$ cat src/rtl/cim_cmd_seq_if.sv
// rtl/cim_cmd_seq_if.sv - host, array and response signals of the CIM command sequencer
// master: host/array side driving requests; slave: the sequencer itself.
interface cim_cmd_seq_if;
  logic        req_valid;
  logic        req_ready;
  logic [1:0]  req_op;
  logic [3:0]  req_bank;
  logic [2:0]  req_col;
  logic [3:0]  req_cnt;
  logic [15:0] req_wdata;
  logic [15:0] req_act;
  logic [15:0] arr_result;
  logic [1:0]  op_code;
  logic [3:0]  addr_bank;
  logic [2:0]  addr_col;
  logic [15:0] data_bank;
  logic [15:0] data_in;
  logic        rsp_valid;
  logic        rsp_ready;
  logic [15:0] rsp_data;
  logic        busy;

  modport master (
    output req_valid, req_op, req_bank, req_col, req_cnt, req_wdata, req_act,
           arr_result, rsp_ready,
    input  req_ready, op_code, addr_bank, addr_col, data_bank, data_in,
           rsp_valid, rsp_data, busy
  );

  modport slave (
    input  req_valid, req_op, req_bank, req_col, req_cnt, req_wdata, req_act,
           arr_result, rsp_ready,
    output req_ready, op_code, addr_bank, addr_col, data_bank, data_in,
           rsp_valid, rsp_data, busy
  );
endinterface

$ cat src/rtl/cim_cmd_seq.sv
// rtl/cim_cmd_seq.sv - compute-in-memory command sequencer (IDLE/ISSUE/WAIT/RESP)
// Optional feature: define CMD_SEQ_BURST_EN for multi-bank WRITE bursts driven by req_cnt.
module cim_cmd_seq #(
  parameter int MAC_LAT  = 2,
  parameter int READ_LAT = 1
) (
  input logic            clk,
  input logic            rst,
  cim_cmd_seq_if.slave   bus
);
  localparam logic [1:0] S_IDLE  = 2'd0;
  localparam logic [1:0] S_ISSUE = 2'd1;
  localparam logic [1:0] S_WAIT  = 2'd2;
  localparam logic [1:0] S_RESP  = 2'd3;

  localparam logic [1:0] OP_MAC   = 2'b00;
  localparam logic [1:0] OP_WRITE = 2'b01;
  localparam logic [1:0] OP_READ  = 2'b10;
  localparam logic [1:0] OP_NOP   = 2'b11;

  localparam logic [3:0] MAC_WAIT  = 4'(MAC_LAT - 1);
  localparam logic [3:0] READ_WAIT = 4'(READ_LAT - 1);

  logic [1:0]  state;
  logic [1:0]  cur_op;
  logic [3:0]  burst_left;
  logic [3:0]  wait_cnt;
  logic [1:0]  op_code_q;
  logic [3:0]  addr_bank_q;
  logic [2:0]  addr_col_q;
  logic [15:0] data_bank_q;
  logic [15:0] data_in_q;
  logic [15:0] rsp_data_q;

  // Status is gated by rst so it reads idle for the whole reset window.
  assign bus.req_ready = (state == S_IDLE) && !rst;
  assign bus.busy      = (state != S_IDLE) && !rst;
  assign bus.rsp_valid = (state == S_RESP) && !rst;
  assign bus.op_code   = op_code_q;
  assign bus.addr_bank = addr_bank_q;
  assign bus.addr_col  = addr_col_q;
  assign bus.data_bank = data_bank_q;
  assign bus.data_in   = data_in_q;
  assign bus.rsp_data  = rsp_data_q;

`ifndef CMD_SEQ_BURST_EN
  logic unused_req_cnt;
  assign unused_req_cnt = ^bus.req_cnt;
`endif

  always_ff @(posedge clk) begin
    if (rst) begin
      state       <= S_IDLE;
      cur_op      <= OP_NOP;
      burst_left  <= 4'd0;
      wait_cnt    <= 4'd0;
      op_code_q   <= OP_NOP;
      addr_bank_q <= 4'd0;
      addr_col_q  <= 3'd0;
      data_bank_q <= 16'd0;
      data_in_q   <= 16'd0;
      rsp_data_q  <= 16'd0;
    end else begin
      case (state)
        S_IDLE: begin
          if (bus.req_valid && bus.req_op != OP_NOP) begin
            state       <= S_ISSUE;
            cur_op      <= bus.req_op;
            op_code_q   <= bus.req_op;
            addr_bank_q <= bus.req_bank;
            addr_col_q  <= bus.req_col;
            data_bank_q <= (bus.req_op == OP_READ) ? 16'd0 : bus.req_wdata;
            data_in_q   <= (bus.req_op == OP_MAC) ? bus.req_act : 16'd0;
            wait_cnt    <= (bus.req_op == OP_MAC) ? MAC_WAIT : READ_WAIT;
`ifdef CMD_SEQ_BURST_EN
            burst_left  <= bus.req_cnt;
`else
            burst_left  <= 4'd0;
`endif
          end
        end
        S_ISSUE: begin
          if (cur_op == OP_WRITE) begin
            if (burst_left == 4'd0) begin
              state       <= S_IDLE;
              op_code_q   <= OP_NOP;
              data_bank_q <= 16'd0;
              data_in_q   <= 16'd0;
            end else begin
              // 4-bit add wraps bank 15 back to 0.
              burst_left  <= burst_left - 4'd1;
              addr_bank_q <= addr_bank_q + 4'd1;
            end
          end else begin
            state <= S_WAIT;
          end
        end
        S_WAIT: begin
          if (wait_cnt == 4'd0) begin
            rsp_data_q  <= bus.arr_result;
            state       <= S_RESP;
            op_code_q   <= OP_NOP;
            data_bank_q <= 16'd0;
            data_in_q   <= 16'd0;
          end else begin
            wait_cnt <= wait_cnt - 4'd1;
          end
        end
        S_RESP: begin
          if (bus.rsp_ready) begin
            state <= S_IDLE;
          end
        end
        default: state <= S_IDLE;
      endcase
    end
  end
endmodule

$ cat src/flat_wrapper.sv
// flat-port wrapper written by rule: the top's interface ports become plain ports
module cim_cmd_seq_flat 
#(
  parameter int MAC_LAT  = 2,
  parameter int READ_LAT = 1
)
  (clk, rst, bus_req_valid, bus_req_op, bus_req_bank, bus_req_col, bus_req_cnt, bus_req_wdata, bus_req_act, bus_arr_result, bus_rsp_ready, bus_req_ready, bus_op_code, bus_addr_bank, bus_addr_col, bus_data_bank, bus_data_in, bus_rsp_valid, bus_rsp_data, bus_busy);
  cim_cmd_seq_if bus_i ();
  input logic clk;
  input logic rst;
  input wire logic [$bits(bus_i.req_valid)-1:0] bus_req_valid;
  input wire logic [$bits(bus_i.req_op)-1:0] bus_req_op;
  input wire logic [$bits(bus_i.req_bank)-1:0] bus_req_bank;
  input wire logic [$bits(bus_i.req_col)-1:0] bus_req_col;
  input wire logic [$bits(bus_i.req_cnt)-1:0] bus_req_cnt;
  input wire logic [$bits(bus_i.req_wdata)-1:0] bus_req_wdata;
  input wire logic [$bits(bus_i.req_act)-1:0] bus_req_act;
  input wire logic [$bits(bus_i.arr_result)-1:0] bus_arr_result;
  input wire logic [$bits(bus_i.rsp_ready)-1:0] bus_rsp_ready;
  output wire logic [$bits(bus_i.req_ready)-1:0] bus_req_ready;
  output wire logic [$bits(bus_i.op_code)-1:0] bus_op_code;
  output wire logic [$bits(bus_i.addr_bank)-1:0] bus_addr_bank;
  output wire logic [$bits(bus_i.addr_col)-1:0] bus_addr_col;
  output wire logic [$bits(bus_i.data_bank)-1:0] bus_data_bank;
  output wire logic [$bits(bus_i.data_in)-1:0] bus_data_in;
  output wire logic [$bits(bus_i.rsp_valid)-1:0] bus_rsp_valid;
  output wire logic [$bits(bus_i.rsp_data)-1:0] bus_rsp_data;
  output wire logic [$bits(bus_i.busy)-1:0] bus_busy;
  assign bus_i.req_valid = bus_req_valid;
  assign bus_i.req_op = bus_req_op;
  assign bus_i.req_bank = bus_req_bank;
  assign bus_i.req_col = bus_req_col;
  assign bus_i.req_cnt = bus_req_cnt;
  assign bus_i.req_wdata = bus_req_wdata;
  assign bus_i.req_act = bus_req_act;
  assign bus_i.arr_result = bus_arr_result;
  assign bus_i.rsp_ready = bus_rsp_ready;
  assign bus_req_ready = bus_i.req_ready;
  assign bus_op_code = bus_i.op_code;
  assign bus_addr_bank = bus_i.addr_bank;
  assign bus_addr_col = bus_i.addr_col;
  assign bus_data_bank = bus_i.data_bank;
  assign bus_data_in = bus_i.data_in;
  assign bus_rsp_valid = bus_i.rsp_valid;
  assign bus_rsp_data = bus_i.rsp_data;
  assign bus_busy = bus_i.busy;
  cim_cmd_seq #(.MAC_LAT(MAC_LAT), .READ_LAT(READ_LAT)) u_core (.clk(clk), .rst(rst), .bus(bus_i));
endmodule
$ cat config.mk
export PLATFORM = sky130hd
export DESIGN_NAME = cim_cmd_seq_flat
export DESIGN_NICKNAME = d
export VERILOG_FILES = /design/src/rtl/cim_cmd_seq_if.sv /design/src/rtl/cim_cmd_seq.sv /design/src/flat_wrapper.sv
export SDC_FILE = /design/constraint.sdc
export NUM_CORES = 1
export LEC_CHECK = 0
export BUFFER_PORTS_ARGS = -buffer_cell sky130_fd_sc_hd__buf_4
export CORE_MARGIN = 10
export CORE_UTILIZATION = 48
export DETAILED_ROUTE_END_ITERATION = 8
export GPL_TIMING_DRIVEN = 1
export PLACE_DENSITY_LB_ADDON = 0.05
export REMOVE_ABC_BUFFERS = 1
export SLEW_MARGIN = 20
export SYNTH_ARGS = -nofsm -noshare
export SYNTH_HDL_FRONTEND = slang
export SYNTH_SLANG_ARGS = --single-unit
$ cat constraint.sdc
create_clock -name clk -period 3.2 [get_ports clk]
set_clock_uncertainty 0.2 [all_clocks]
set_input_delay 0.16 -clock clk [delete_from_list [all_inputs] [get_ports clk]]
set_output_delay 0.16 -clock clk [all_outputs]
set_load 0.01 [all_outputs]
Word level (Yosys, flattened, before mapping)
Index checks and enable logic that the tools add are counted.
W data, S select, Z words.
Operators by class
  $add $sub $neg: 3
  eq/ne operators: 14
  mux-type cells: 31
  reduce and logical (&&, ||, !) cells: 19
Operator list (number)
  $mux W16: 7
  $pmux W16 S3: 2
  $mux W4: 8
  $pmux W4 S2: 3
  $mux W2: 8
  $ne A2 B2 Y1 const B: 5
  $logic_not A4 Y1: 2
  $pmux W2 S4: 1
  $reduce_and A4 Y1: 2
  $sub A4 B1 Y4 const B: 2
  $eq A2 B2 Y1 const B: 3
  $ne A2 B1 Y1 const B: 3
  $pmux W2 S3: 1
  $reduce_bool A2 Y1: 3
  $reduce_and A5 Y1: 1
  $add A4 B1 Y4 const B: 1
  $eq A2 B1 Y1 const B: 2
  $logic_and A1 B1 Y1: 4
  $logic_not A2 Y1: 2
  $reduce_and A2 Y1: 2
  $ne A3 B3 Y1 const B: 1
  $reduce_and A3 Y1: 1
  $reduce_bool A3 Y1: 1
  $logic_not A1 Y1: 1
  $mux W1: 1
Word-level totals
  register bits after elaboration: 69
  bits of input ports: 65
  output and inout port bits: 60

Longest topological paths before layout
  depth in word-level cells: 4
  gate-level depth with buffers: 8
  mapped depth without buffers: 6

Worst setup path after synthesis
OpenSTA, ideal clock, no wires.
  path kind: reg-to-reg
  from: register (tool-made name)
  to: register u_core.burst_left[3]
  arrival time: 1.957 ns
  data required time: 2.914 ns
  setup slack: 0.957 ns
  cell stages (with the launch flop): 8
  period minus slack after synthesis: 2.243 ns
  path through: dfxtp_1 > inv_1 > ha_1 > buf_6 > nor4bb_1 > a211o_4 > or4_4 > a221oi_2
RTL lines
  to (signal assigned): RTL line cim_cmd_seq.sv:91  | burst_left <= burst_left - 4'd1;
  to (decl): RTL line cim_cmd_seq.sv:26  | logic [3:0] burst_left;

Worst setup path after layout
  from: register u_core.state[0]
  to: register u_core.burst_left[3]
On the way
  word-level cells in the longest chain between the ends: 3
  elaborated cells on any way between the ends: 8
  classes of those cells: 4 x eq/ne; 1 x mux; 3 x reduce/logical
Ends and longest elaborated chain
  from (decl): RTL line cim_cmd_seq.sv:24  | logic [1:0] state;
  from (signal assigned): RTL line cim_cmd_seq.sv:53  | state <= S_IDLE;
  from (signal assigned): RTL line cim_cmd_seq.sv:67  | state <= S_ISSUE;
  from (signal assigned): RTL line cim_cmd_seq.sv:85  | state <= S_IDLE;
  $eq A2 B1 Y1 or $logic_not A2 Y1 (tied branches): RTL line cim_cmd_seq.sv:64  | case (state)
  $ne A2 B2 Y1 (no line) (tied with other cells)
  $reduce_and A4 Y1 (no line)
Parallel ways exist; a longest one is shown, timed or not.
A chain may end at the register's enable or synchronous reset.

==> flow_summary.yaml <==
cts:
  clk_pin_slew_ns: 0.07
  clk_latency_ns: 0.34
  ctsResizeCount: 0
  post_cts.repair.setup_buffers: 0
  clk_path_buf_depth: 2
  clock_sinks: 69
  cts_tree: "yes"
  cts-hold-fix-buffers: 55
  cts_root_buf: "clkbuf_8"
  ctsHtreeMaxLevel: 3
  numCtsBuffers: 9
worst_setup_path:
  critical_path_class: "reg2reg"
  crit_path_start_kind: "register"
  path_max_fanout: 14
  worstSetupEndpointType: "register"
  arrival_ns: 2.62
  required_ns: 3.25
flow_run:
  cap_violations: 0
final_layout:
  fin_nets: 610
  diodes: 0
  stdcell_area_sq_um: 4810
  fin_cells: 612
  areaGrowthSynthToFinish_pct: 53.1
  fillers: 475
  drive_above_1_share_pct: 28.2
floorplanning:
  ios: 125
  start_util_pct: 49.4
  die_x_um: 101
  fp.dieArea_sq_um: 10200
  core_area_sq_um: 6350
  die_y_um: 101
  rows: 29
sta:
  max-slew-margin-rel_pct: 57.0
  finalCriticalPeriod_ns: 2.57
  maxSlewViolCount: 0
  rsz0062_at_grt: "false"
  finalSetupViolCount: 0
  worstMarginPinSlew_ns: 0.640
  finalCritPeriodShare_pct: 80.3
  finalHoldViolCount: 0
  fmax_mhz: 389
  finalSetupTns_ns: 0
  worst_slack_ns: 0.631
power_and_ir_drop:
  p_comb_share_pct: 30.4
  power_density_nw_per_um2: 502
  p_leak_nw: 2.16
  vdd_drop_max_mv: 0.324
  p_int_mw: 1.69
  seq_power_share_pct: 40.8
  netSwitchingFraction_pct: 30.0
  p_clk_share_pct: 28.7
  p_sw_mw: 0.725
synthesis:
  synthFlopType: "dfxtp_1"
  synth_top_area_share_pct: 44.0
  synth-xor-area-share_pct: 0
  yosysUniqueCellTypes: 48
  synthSimpleGateAreaFrac_pct: 20.9
  synth_compound_area_share_pct: 13.1
  ys_ff_latch: 69
  async_flop_share_pct: 0
  synth_area_sq_um: 3140
  synth_mux_area_share_pct: 12.1
  yosys.area.top_type: "dfxtp_1"
  synth.top_cells.by_area: "dfxtp_1, nand2_1, mux2i_1, a21oi_1, ha_1"
  syn_inst: 361
  synth_edf_count: 0
  yosysMostFrequentCell: "nand2_1"
  ys_warn_count: 0
  synth_top_family_by_area: "simple AND/OR/NAND/NOR gates"
  synthTopCellsByCount: "nand2_1, dfxtp_1, mux2i_1"
  ys_seq_area_share_pct: 44.0
  syn_avg_cell_area_sq_um: 8.69
  synth_adder_area_share_pct: 4.78
outcome:
  status: "completed"
routing:
  routedWlPerCell_um: 14.9
  drtPass1Iterations: 4
  vias: 3117
  drcViolationCount: 0
  wl_mm: 9.13
  viasPerCell: 5.09
  drt-initial-drc-count: 121
  drtAntennaViolNets: 0
global_routing:
  grt_overflow: 0
  grt_pass1_wl_mm: 14.8
  grt_max_degree: 46
  track_usage_pct: 17.7
  grt_pass1_vias: 3113
  grt_antenna_before_repair: 0
placement:
  post-place-ws_ns: 0.630
  hpwl_mm: 5.98
  numPlacedInstances: 544
  dpl-instance-area_sq_um: 4070
  place.gp.congestion: 0.747
  numPortBuffers: 120
hold_path:
  min_path_type: "in2reg"
==> state kept, by name (all words and copies together), names as in the netlist, 3 cells and up, named ones only <==
name	cells
u_core.burst_left	4
u_core.bus.addr_bank	4
u_core.bus.addr_col	3
u_core.bus.data_bank	16
u_core.bus.data_in	16
u_core.bus.rsp_data	16
u_core.wait_cnt	4
==> layout make-up <==
cell class                      count  area (sq um)  share of cell area, %
Tap cell                           77          96.3                   2.00
Multi-Input combinational cell    261          1610                   33.5
Inverter                           12          45.0                  0.937
Sequential cell                    69          1380                   28.7
Clock buffer                       11           151                   3.15
Clock inverter                      2          35.0                  0.729
Timing Repair Buffer              180          1490                   31.0
==> cells in the final DEF, fill, tap and decap left out, types with 2 or more instances in the layout <==
cell | netlist | routed
nand4_1 | 2 | 2
nand2_1 | 106 | 106
buf_4 | 0 | 125
inv_1 | 11 | 11
o21ai_0 | 8 | 8
dfxtp_1 | 69 | 69
dlygate4sd3_1 | 0 | 55
a311o_1 | 2 | 2
nor3_1 | 5 | 5
o31ai_1 | 3 | 3
nor2_1 | 10 | 10
o41ai_1 | 2 | 2
or3_1 | 2 | 2
nand3_1 | 6 | 6
a21oi_1 | 31 | 31
clkbuf_8 | 0 | 11
ha_1 | 12 | 12
nor2b_1 | 6 | 6
mux2i_1 | 38 | 38
a211oi_2 | 1 | 2
==> per-layer routing <==
layer / share of wire, % / up-vias / wire [um] / GRT usage [%]
li1: - / 1569 / - / -
met1: 41 / 1448 / 3740 / 20.0
met2: 50 / 88 / 4600 / 30.0
met3: 7.3 / 12 / 664 / 5.97
met4: 1.3 / 0 / 123 / 6.96
met5: 0 / - / 0 / 0
==> critical path: stages, from the launching register on <==
cell,delay (ns)
dfxtp_1,0.35
inv_1,0.18
ha_1,0.54
nor2_1,0.16
a211o_4,0.34
or4_4,0.49
a221oi_2,0.23
==> cell families (layout without fill, tap and decap cells) <==
logic type | count (synthesis) | after routing
AOI/OAI and AO/OA | 61 | 61
adders and majority gates | 12 | 12
buffers and inverters | 31 | 205
DFF | 69 | 69
muxes | 38 | 38
and+or+nand+nor | 150 | 150
==> per-stage QoR <==
stage / util (%) / power (mW) / hold WS (ns)
after detailed placement: 64.1 / 1.69 / 0.215
after global placement: 64.1 / 1.67 / 0.206
final: 75.7 / 2.41 / 0.0244
after CTS: 75.7 / 2.44 / 0.00501
after global routing: 75.7 / 2.54 / 0.0562
after floorplan: - / 1.43 / 0.0262
==> power by group through the flow <==
stage,Clock [mW],Sequential [mW],Combinational (mW)
finish,0.693,0.986,0.735
global route,0.744,0.995,0.803
CTS,0.715,0.985,0.740
detailed placement,0,1.00,0.682
global placement,0,1.00,0.671
floorplan,0,1.03,0.407
==> path summary, 6_finish.rpt <==
check / end / from / slack, ns / depth (start not counted)
setup / recovery: u_core.burst_left[3] / u_core.state[0] / 0.63 / 6
hold / removal: u_core.bus.addr_bank[2] / bus_req_bank[2] / 0.02 / 5
setup reg to reg: u_core.burst_left[3] / u_core.state[0] / 0.63 / 6
hold reg to reg: u_core.bus.rsp_data[2] / u_core.bus.rsp_data[2] / 0.25 / 2
Note: power is estimated with default switching activity, not from simulation.
